File: src/rtl/jtcop_irq_pkg.sv
// Shared constants and helpers for the jtcop 68000 interrupt controller.
package jtcop_irq_pkg;

  localparam logic [2:0] IPL_NONE = 3'b111;
  localparam logic [2:0] FC_IACK  = 3'b111;
  localparam int         MAX_SRC  = 8;

  // Returns the 3-bit IPL level assigned to source i in a packed level vector
  function automatic logic [2:0] lvl_of(input logic [3*MAX_SRC-1:0] levels, input int i);
    return levels[3*i +: 3];
  endfunction

endpackage

File: src/rtl/jtcop_irq_prienc.sv
// Priority encoder: highest level among active sources, plus the lowest-index
// active source whose level equals the query.
module jtcop_irq_prienc
  import jtcop_irq_pkg::*;
#(
  parameter int NSRC = 4
) (
  input  logic [NSRC-1:0]   active,
  input  logic [3*NSRC-1:0] levels,
  input  logic [2:0]        query,
  output logic [2:0]        lvl,
  output logic [NSRC-1:0]   winner
);

  logic [3*MAX_SRC-1:0] levels_ext;
  logic                 found;

  assign levels_ext = (3*MAX_SRC)'(levels);

  always_comb begin
    lvl    = '0;
    winner = '0;
    found  = 1'b0;
    for (int i = 0; i < NSRC; i++) begin
      // strict compare keeps the lower index on equal levels
      if (active[i] && (lvl_of(levels_ext, i) > lvl)) lvl = lvl_of(levels_ext, i);
      if (!found && active[i] && (lvl_of(levels_ext, i) == query)) begin
        winner[i] = 1'b1;
        found     = 1'b1;
      end
    end
  end

endmodule

File: src/rtl/jtcop_irqctl.sv
// Parametrised 68000 interrupt controller with per-source level/edge/polarity/mask.
// Define JTCOP_IRQ_AUTOCLR_EN to clear the acknowledged edge source on IACK.
module jtcop_irqctl
  import jtcop_irq_pkg::*;
#(
  parameter int                NSRC   = 4,
  parameter logic [3*NSRC-1:0] LEVELS = {3'd6, 3'd5, 3'd4, 3'd1},
  parameter logic [NSRC-1:0]   EDGE   = 4'b1111,
  parameter logic [NSRC-1:0]   POL    = 4'b1011
) (
  input  logic            clk,
  input  logic            rstn,
  input  logic [NSRC-1:0] src,
  input  logic [NSRC-1:0] clr,
  input  logic            mask_we,
  input  logic [NSRC-1:0] mask_din,
  input  logic            ASn,
  input  logic [2:0]      FC,
  input  logic [2:0]      A,
  output logic [2:0]      IPLn,
  output logic            VPAn,
  output logic [NSRC-1:0] pending,
  output logic [NSRC-1:0] mask
);

  if (NSRC < 1 || NSRC > MAX_SRC) begin : g_bad_nsrc
    $fatal(1, "jtcop_irqctl: NSRC must be within 1..8");
  end

  logic [NSRC-1:0] s;
  logic [NSRC-1:0] src_l_q, src_l_d;
  logic [NSRC-1:0] pend_q, pend_d;
  logic [NSRC-1:0] mask_q, mask_d;
  logic [2:0]      ipl_q, ipl_d;
  logic [NSRC-1:0] lvl_en;
  logic [NSRC-1:0] active;
  logic [NSRC-1:0] auto_clr;
  logic [2:0]      lvl;
  logic [NSRC-1:0] unused_ipl_win;
  logic            iack;

  always_comb begin
    lvl_en = '0;
    for (int i = 0; i < NSRC; i++) lvl_en[i] = (lvl_of((3*MAX_SRC)'(LEVELS), i) != 3'd0);
  end

  assign s       = src ^ ~POL;
  assign pending = (EDGE & pend_q) | (~EDGE & s);
  assign active  = pending & mask_q & lvl_en;
  assign iack    = ~ASn & (FC == FC_IACK);
  assign VPAn    = ~iack;
  assign IPLn    = ipl_q;
  assign mask    = mask_q;

  jtcop_irq_prienc #(.NSRC(NSRC)) u_ipl_enc (
    .active (active),
    .levels (LEVELS),
    .query  (3'd0),
    .lvl    (lvl),
    .winner (unused_ipl_win)
  );

`ifdef JTCOP_IRQ_AUTOCLR_EN
  logic            iack_q, iack_d;
  logic [NSRC-1:0] ack_win;
  logic [2:0]      unused_ack_lvl;

  // only edge sources are candidates; level sources follow their input
  jtcop_irq_prienc #(.NSRC(NSRC)) u_ack_enc (
    .active (active & EDGE),
    .levels (LEVELS),
    .query  (A),
    .lvl    (unused_ack_lvl),
    .winner (ack_win)
  );

  assign iack_d   = iack;
  assign auto_clr = (iack && !iack_q) ? ack_win : '0;

  always_ff @(posedge clk or negedge rstn) begin
    if (!rstn) iack_q <= 1'b0;
    else       iack_q <= iack_d;
  end
`else
  logic [2:0] unused_a;

  assign unused_a = A;
  assign auto_clr = '0;
`endif

  always_comb begin
    src_l_d = s;
    // a new edge wins over a clear arriving in the same cycle
    pend_d  = EDGE & ((pend_q & ~(clr | auto_clr)) | (s & ~src_l_q));
    mask_d  = mask_we ? mask_din : mask_q;
    ipl_d   = ~lvl;
  end

  always_ff @(posedge clk or negedge rstn) begin
    if (!rstn) begin
      src_l_q <= '0;
      pend_q  <= '0;
      mask_q  <= '1;
      ipl_q   <= IPL_NONE;
    end else begin
      src_l_q <= src_l_d;
      pend_q  <= pend_d;
      mask_q  <= mask_d;
      ipl_q   <= ipl_d;
    end
  end

endmodule

File: config.mk
export PLATFORM = sky130hd
export DESIGN_NAME = jtcop_irqctl
export DESIGN_NICKNAME = d
export VERILOG_FILES = /design/src/rtl/jtcop_irq_pkg.sv /design/src/rtl/jtcop_irq_prienc.sv /design/src/rtl/jtcop_irqctl.sv
export SDC_FILE = /design/constraint.sdc
export NUM_CORES = 1
export LEC_CHECK = 0
export ABC_AREA = 1
export CORE_MARGIN = 8
export CORE_UTILIZATION = 29
export DETAILED_ROUTE_END_ITERATION = 7
export MAX_ROUTING_LAYER = met4
export PLACE_DENSITY = 0.66
export SLEW_MARGIN = 40
export SYNTH_ARGS = -nofsm -noshare
export SYNTH_HDL_FRONTEND = slang
export SYNTH_SLANG_ARGS = --single-unit
File: constraint.sdc
create_clock -name clk -period 1.3 [get_ports clk]
set_clock_uncertainty 0.2 [all_clocks]
set_input_delay 0.39 -clock clk [delete_from_list [all_inputs] [get_ports clk]]
set_output_delay 0.39 -clock clk [all_outputs]
set_load 0.02 [all_outputs]
[After elaboration in Yosys (flattened, before gate mapping)]
Cells that the tools add are included.
Operators by class
  $lt $le $gt $ge: 3
  equality and inequality tests: 1
  mux-type cells: 4
  bitwise operators: 11
  reduce and logical (&&, ||, !) cells: 3
Operators by type and width (number)
  bitwise AND 4 bit: 3
  > comparator 3 bit (first input constant): 3
  two-way mux 3 bit: 3
  inverter 4 bit: 2
  OR 4 bit: 1
  == test 3 bit (second input constant): 1
  logical AND 1 bit: 3
  inverter 1 bit: 3
  inverter 3 bit: 1
  bitwise AND 1 bit: 1
  two-way mux 1 bit: 1
Word-level totals
  register bits after elaboration: 15
  bits of input ports: 22
  output and inout bits: 12
  logic and storage cells: 26

[Longest topological paths before layout]
Gate-level depths: netlist of the first run.
  depth after elaboration: 12
  gate-level depth with buffers: 5
  gate-level depth less buffers: 5

[Cells and area by module]
From an unflattened synthesis of the first run, not the netlist that was laid out.
Second synthesis, totals
  cell total of the unflattened synthesis: 170
  area, all modules: 1159.9 µm²
By module, submodules not included
  jtcop_irq_prienc: times used 1, cells each 103, area each 580.6 µm², seq. area each 0.0 µm²
  jtcop_irqctl: times used 1, cells each 67, area each 579.3 µm², seq. area each 384.1 µm²

[Least setup slack after synthesis of the first run]
OpenSTA, ideal clock, no wires.
  path kind: input -> output
  from: in ASn
  to: out VPAn
  data arrival time: 629 ps
  data required time: 710 ps
  setup slack: 81 ps
  stages on the path: 2
  buffers on the path: 0
  path through: inv_1 > nand4_1
Between the ends
  word-level cells in the longest chain between the ends: 3
Ends and longest elaborated chain
  start, declared: RTL line jtcop_irqctl.sv:17  | input logic ASn,
  inverter 1 bit: RTL line jtcop_irqctl.sv:50  | assign iack = ~ASn & (FC == FC_IACK);
  bitwise AND 1 bit: RTL line jtcop_irqctl.sv:50
  inverter 1 bit: RTL line jtcop_irqctl.sv:51  | assign VPAn = ~iack;
  end, declared: RTL line jtcop_irqctl.sv:21  | output logic VPAn,
Every way passes these cells.

[Worst setup path in the final report of the first run]
  from: reg mask_q[1], in the netlist mask[1]
  to: out mask[1]
RTL lines
  start, declared: RTL line jtcop_irqctl.sv:33  | logic [NSRC-1:0] mask_q, mask_d;
  start signal, assigned: RTL line jtcop_irqctl.sv:108  | mask_q <= mask_d;
  end, declared: RTL line jtcop_irqctl.sv:23  | output logic [NSRC-1:0] mask
No word-level cell between the ends.

==> impl_summary.txt, run 1 <==
----------------------------------------------------
[Synthesis]
  Cell with the most instances after synthesis ... inv_1
  Main synth FF type ... dfrtp_1
  Count of cell types in the netlist ... 8
  Most area-hungry cell type in the Yosys netlist ... dfrtp_1
  Count of mapped cells out of synthesis ... 50
  Most used standard cells in the synthesized netlist ... 14 x inv_1, 11 x nand2_1, 8 x dfrtp_1, 7 x dfstp_2
  Seq cells post-synth ... 15
  Netlist area before placement ... 536 um^2
  Top area cells in the synthesized netlist ... dfrtp_1 37%, dfstp_2 34%, inv_1 9.8%
  Ys async rst share ... 100%
  Net count after synthesis ... 72
  Portion of the post-synthesis area used by sequential elements ... 71.7%
  Portion of synthesized cell area occupied by the leading cell type ... 37.4%
  Synth Area per Inst ... 10.7 um^2
  Total number of yosys warnings ... 0
  Number of enable flip-flop cells after synthesis ... 0

[Worst setup path]
  Crit-path leading delay family ... flip-flops
  Critical-path cell list ... buf_6
  Critical Path End ... mask[1]
  Reg-to-reg critical path endpoint ... IPLn[0]$_DFF_PN1_
  Capturing element type of the critical path ... primary output
  Slowest cell on the critical path ... dfstp_2
  Required time at the worst-slack endpoint ... 0.71 ns
  Setup Crit Path Kind ... reg2out
  Total buffers and inverters traversed by the critical path ... 1
  Delay contributed by the slowest stage of the critical path ... 0.56 ns
  Setup crit start ... mask[1]$_DFFE_PN1P_
  Largest fanout on the critical path ... 2
  Reg-to-reg startpoint ... pending[0]$_DFF_PN0_
  Internal reg-to-reg setup slack ... 0.05 ns
  Count of cells along the worst register-to-register path ... 8
  Type of origin of the critical path ... flip-flop
  Stages on the worst setup path ... 1
  Arrival time worst endpoint ... 0.95 ns

[Global route]
  Wire length of the first global-routing pass ... 2290 um
  Overflow left after global routing ... 0
  Total global-route track usage ... 8.88%
  Number of global-route vias before repair ... 524
  Antenna violations before repair ... 0
  Maximum number of pins on one net before global-route repair ... 16

[Floorplanning]
  Row count ... 15
  Starting density of the core ... 31.0%
  Die ar. ... 0.00348 mm^2
  Top-level port count ... 34
  Standard cell core area ... 0.00173 mm^2
  Die Width ... 59.0 um
  Die boundary height ... 59.0 um

[Route]
  Post-detailed-route wirelength per cell ... 11.5 um
  Total met3 wirelength after detailed routing ... 134 um
  Top layer used by detailed routing ... met3
  Via Count ... 472
  Starting DRT DRC Count ... 4
  Routed length on met2 ... 706 um
  Post-detailed-route count of antenna-violating nets ... 0
  Metal-1 WL ... 533 um
  Sum of routed wire length over all layers ... 1370 um
  Post-DR vias/cell ... 3.93
  DRC violations left ... 0
  Number of iterations in the first detailed-routing pass ... 2

[Job]
  Max Cap Viol ... 0

[STA]
  Hold violation total from the final report ... 0
  Final worst setup slack ... -0.237 ns
  Relative slew margins ... 83.8%
  Fin crit period ... 1.54 ns
  Tightest Pin Transition ... 0.242 ns
  Aggregate negative setup slack ... -1.91 ns
  Maximum clock frequency ... 650 MHz
  Final period utilization ... 118%
  Final setup fails ... 12
  RSZ-0062 raised after global routing ... true
  Final number of max-transition violations ... 0

[Status]
  Violations in the final reports ... setup timing
  Status ... complete, but fails checks

[Cells and area]
  Antenna fix cells ... 0
  Final layout net count ... 118
  Area growth, synth to finish ... 84.1%
  Fraction of final layout cells sized beyond drive strength 1 ... 40.0%

[CTS]
  Largest buffer count on any clock path ... 2
  Number of levels in the clock H-tree ... 1
  Register clock-pin slew on the reported worst setup and hold paths ... 0.09 ns
  Number of buffers inserted during clock tree synthesis ... 3
  Library cell used as clock root buffer ... clkbuf_4
  Source-to-sink clock delay at the later pin of the worst-skew pair ... 0.27 ns
  Clk sinks ... 15
  TritonCTS clock tree ... built

[Pwr]
  Peak supply drop ... 498 uV
  Pleak ... 0.494 nW
  Cell Pwr Density ... 1100 mW/mm^2
  Total Power ... 1.08 mW

[Placed design]
  Half-perimeter wire length after placement ... 1110 um
  Routability cong. ... 0.705
  Total of buffers placed on input and output ports ... 30

[Hold path]
  Hold crit path type ... reg2reg

----------------------------------------------------
repair_timing:
item / in CTS / in global routing
setup buffers: 1 / 1
pin swaps: 1 / 1
gates resized for setup: 85 / 0
endpoints found under the setup margin: 12 / 12
hold buffers: 0 / 0
power breakdown:
group	leakage [nW]	switching (mW)	internal, mW
logic	0.310	0.115	0.163
registers	0.169	0.0224	0.523
clock network	0.0150	0.138	0.119
flip-flops by register name (all words and copies together) (netlist names):
signal,cells
pending,4
IPLn,3
src_l_q,4
mask,4
how the worst min path moves through the flow:
stage | start | end | slack [ns] | cells after the start
after global placement | src_l_q[3]$_DFF_PN0_ | pending[3]$_DFF_PN0_ | 0.20 | 1
after global routing | rstn | src_l_q[0]$_DFF_PN0_ | 0.24 | 2
after CTS | src_l_q[3]$_DFF_PN0_ | pending[3]$_DFF_PN0_ | 0.22 | 1
after detailed placement | src_l_q[3]$_DFF_PN0_ | pending[3]$_DFF_PN0_ | 0.21 | 1
after floorplan | rstn | pending[0]$_DFF_PN0_ | -0.11 | 0
final | src_l_q[3]$_DFF_PN0_ | pending[3]$_DFF_PN0_ | 0.22 | 1
metal layers:
metal,GRT usage [%],vias to the layer above
met2,15.0,15
met1,8.37,207
met3,4.34,0
met4,4.10,0
met5,-,-
li1,-,250
kinds of logic after synthesis:
| kind of cell | after synthesis | synth area share (%) |
|---|---|---|
| DFF | 15 | 71.7 |
| buffers and inverters | 14 | 9.81 |
| and+or+nand+nor | 13 | 10.0 |
| AOI/OAI and AO/OA | 8 | 8.41 |
cell type report:
type	count	area (um^2)
multi-input combinational	21	98.8
inverter	14	52.6
clock buffer	4	26.3
sequential	15	384
fill	159	741
timing repair buffer	41	393
tap	25	31.3
stage by stage:
stage	cells	utilization [%]	worst slack (ns)	cell area, um^2	hold slack [ns]
after global routing	120	57.1	-0.275	986	0.240
after detailed placement	114	54.9	-0.833	947	0.209
after global placement	114	54.9	-0.827	947	0.203
final	120	57.1	-0.237	986	0.220
after CTS	119	56.7	-0.248	978	0.221
after floorplan	50	-	0.0810	536	-0.106
cells in the final DEF (no fill, tap or decap):
master	synthesis	layout
and3_1	1	1
buf_12	0	1
buf_2	0	3
buf_4	0	11
buf_6	0	12
clkbuf_1	0	1
clkbuf_4	0	3
clkdlybuf4s50_1	0	14
dfrtp_1	8	8
dfstp_2	7	7
inv_1	14	13
inv_2	0	1
nand2_1	11	11
nand4_1	1	1
o21ai_0	4	4
o22ai_1	4	4
(Power assumes the default switching activity.)
==> inputs of run 2 (changes only) <==
--- a/config.mk
+++ b/config.mk
@@ -7,10 +7,9 @@
 export LEC_CHECK = 0
 export ABC_AREA = 1
 export CORE_MARGIN = 8
-export CORE_UTILIZATION = 29
+export CORE_UTILIZATION = 23
 export DETAILED_ROUTE_END_ITERATION = 7
 export MAX_ROUTING_LAYER = met4
-export PLACE_DENSITY = 0.66
 export SLEW_MARGIN = 40
 export SYNTH_ARGS = -nofsm -noshare
 export SYNTH_HDL_FRONTEND = slang
==> constraint.sdc (replaced) <==
create_clock -name clk -period 1.3 [get_ports clk]
set_clock_uncertainty 0.2 [all_clocks]
set_input_delay 0.39 -clock clk [delete_from_list [all_inputs] [get_ports clk]]
set_output_delay 0.39 -clock clk [all_outputs]
set_load 0.05 [all_outputs]
==> run 2 against run 1 <==
  * The flow still finishes with violations (setup timing)
  * First-iteration DRC count rose by 75%
  * Critical endpoint is now mask[3]
  * Worst hold slack improved by 0.0032 ns
  * Routed wire length is 2.5% lower
  * Critical path type unchanged
  * Clock-buffer cell count stayed put
  * Combinational power increased by 50%
==> impl_summary.txt, run 2 (same netlist as run 1, synthesis figures left out) <==
----------------------------------------------------
[Status]
  Status ... complete, but fails checks
  Violations in the final reports ... setup timing

[Placed design]
  Pre-CTS worst setup slack ... -0.557 ns
  Placed cell count ... 109
  Placed instance area ... 0.00102 mm^2
  Routability cong. ... 0.687
  Half-perimeter wire length after placement ... 1080 um
  Total of buffers placed on input and output ports ... 30

[Cells and area]
  Area taken by multi-input logic gates ... 98.8 um^2
  Area of all placed cells without fillers ... 0.00109 mm^2
  Filler instances ... 222
  Fraction of final layout cells sized beyond drive strength 1 ... 38.0%
  Antenna fix cells ... 0
  Area growth, synth to finish ... 104%
  Most frequent cells in the layout ... 14 x clkdlybuf4s50_1, 13 x inv_1, 13 x buf_12, 11 x nand2_1, 8 x dfrtp_1
  Sequential Area ... 384 um^2
  Final core utilization ... 49.4%
  Commonest non-fill, non-tap cell in the layout ... clkdlybuf4s50_1
  Final layout net count ... 115
  Final std cells w/o fill ... 120

[CTS]
  Source-to-sink clock delay at the later pin of the worst-skew pair ... 0.27 ns
  Clk sinks ... 15
  Library cell used as clock root buffer ... clkbuf_4
  Register clock-pin slew on the reported worst setup and hold paths ... 0.08 ns
  Largest buffer count on any clock path ... 2
  Number of buffers inserted during clock tree synthesis ... 3
  TritonCTS clock tree ... built
  Number of levels in the clock H-tree ... 1

[Route]
  DRC violations left ... 0
  Post-detailed-route count of antenna-violating nets ... 0
  Starting DRT DRC Count ... 7
  Sum of routed wire length over all layers ... 1340 um
  Number of iterations in the first detailed-routing pass ... 4
  Post-DR vias/cell ... 3.86
  Via Count ... 463
  Post-detailed-route wirelength per cell ... 11.2 um

[Worst setup path]
  Reg-to-reg startpoint ... mask[1]$_DFFE_PN1P_
  Stages on the worst setup path ... 1
  Delay contributed by the slowest stage of the critical path ... 0.57 ns
  Arrival time worst endpoint ... 0.99 ns
  Required time at the worst-slack endpoint ... 0.71 ns
  Type of origin of the critical path ... flip-flop
  Count of cells along the worst register-to-register path ... 3
  Critical-path cell list ... buf_12
  Largest fanout on the critical path ... 3
  Slowest cell on the critical path ... dfstp_2
  Total buffers and inverters traversed by the critical path ... 1
  Capturing element type of the critical path ... primary output
  Crit-path leading delay family ... flip-flops
  Setup crit start ... mask[3]$_DFFE_PN1P_
  Setup Crit Path Kind ... reg2out

[Pwr]
  Peak supply drop ... 691 uV
  Pleak ... 0.526 nW
  Total Power ... 1.23 mW
  Cell Pwr Density ... 1130 mW/mm^2

[STA]
  Final period utilization ... 121%
  Maximum clock frequency ... 635 MHz
  Final setup fails ... 12
  Hold violation total from the final report ... 0
  Fin crit period ... 1.58 ns
  Aggregate negative setup slack ... -2.49 ns
  Relative slew margins ... 84.1%
  Tightest Pin Transition ... 0.238 ns
  Hold Worst Slack ... 0.223 ns
  RSZ-0062 raised after global routing ... true
  Final number of max-transition violations ... 0
  Final worst setup slack ... -0.276 ns

[Hold path]
  Hold crit path type ... reg2reg
  Origin of the worst min-delay path ... src_l_q[1]$_DFF_PN0_
  Cells on Worst Hold Path ... 1

[Global route]
  Overflow left after global routing ... 0
  Antenna violations before repair ... 0
  Number of global-route vias before repair ... 541
  Total global-route track usage ... 7.22%
  Maximum number of pins on one net before global-route repair ... 16
  Wire length of the first global-routing pass ... 2310 um

[Floorplanning]
  Die ar. ... 0.00413 mm^2
  Standard cell core area ... 0.00221 mm^2
  Starting density of the core ... 24.2%
  Die Width ... 64.3 um
  Row count ... 17
  Die boundary height ... 64.3 um
  Top-level port count ... 34

[Job]
  Max Cap Viol ... 0

----------------------------------------------------
[run 2: changes by cell type in the layout (fill, tap and decap cells not counted)]
cell / before / now
buf_12: 1 / 13
buf_4: 11 / 7
buf_6: 12 / 0
buf_8: 0 / 1
clkinv_8: 0 / 1
inv_2: 1 / 0
[run 2: layer usage]
metal | up-vias | track usage, % | share of wire (%)
met3 | 0 | 4.36 | 8.0
met1 | 205 | 7.43 | 46
met4 | 0 | 2.45 | 0
li1 | 237 | - | -
met2 | 21 | 11.2 | 46
met5 | - | - | 0
[run 2: power by group]
part	switching (mW)	total, mW	internal [mW]
clock	0.138	0.257	0.119
combinational	0.193	0.416	0.223
sequential	0.0359	0.559	0.523
total	0.368	1.23	0.865
[run 2: area by class of cell]
| class | count | share of cell area [%] |
|---|---|---|
| clock buffer | 4 | 2.41 |
| inverter | 14 | 5.96 |
| multi-input combinational | 21 | 9.05 |
| sequential | 15 | 35.2 |
| tap | 28 | 3.21 |
| timing repair buffer | 38 | 44.2 |
[run 2: worst paths after layout]
kind	slack (ns)	end
worst max-delay path	-0.28	mask[3]
worst min-delay path	0.22	pending[1]$_DFF_PN0_
worst max register to register	0.11	IPLn[2]$_DFF_PN1_
worst min register to register	0.22	pending[1]$_DFF_PN0_
max in group asynchronous	0.45	mask[3]$_DFFE_PN1P_
min in group asynchronous	0.25	pending[1]$_DFF_PN0_
[run 2: what timing repair did]
action,in CTS,in global routing
pin swaps,1,1
resized for setup,16,1
setup endpoints to repair,12,12
hold buffers,0,0
buffers inserted,7,0
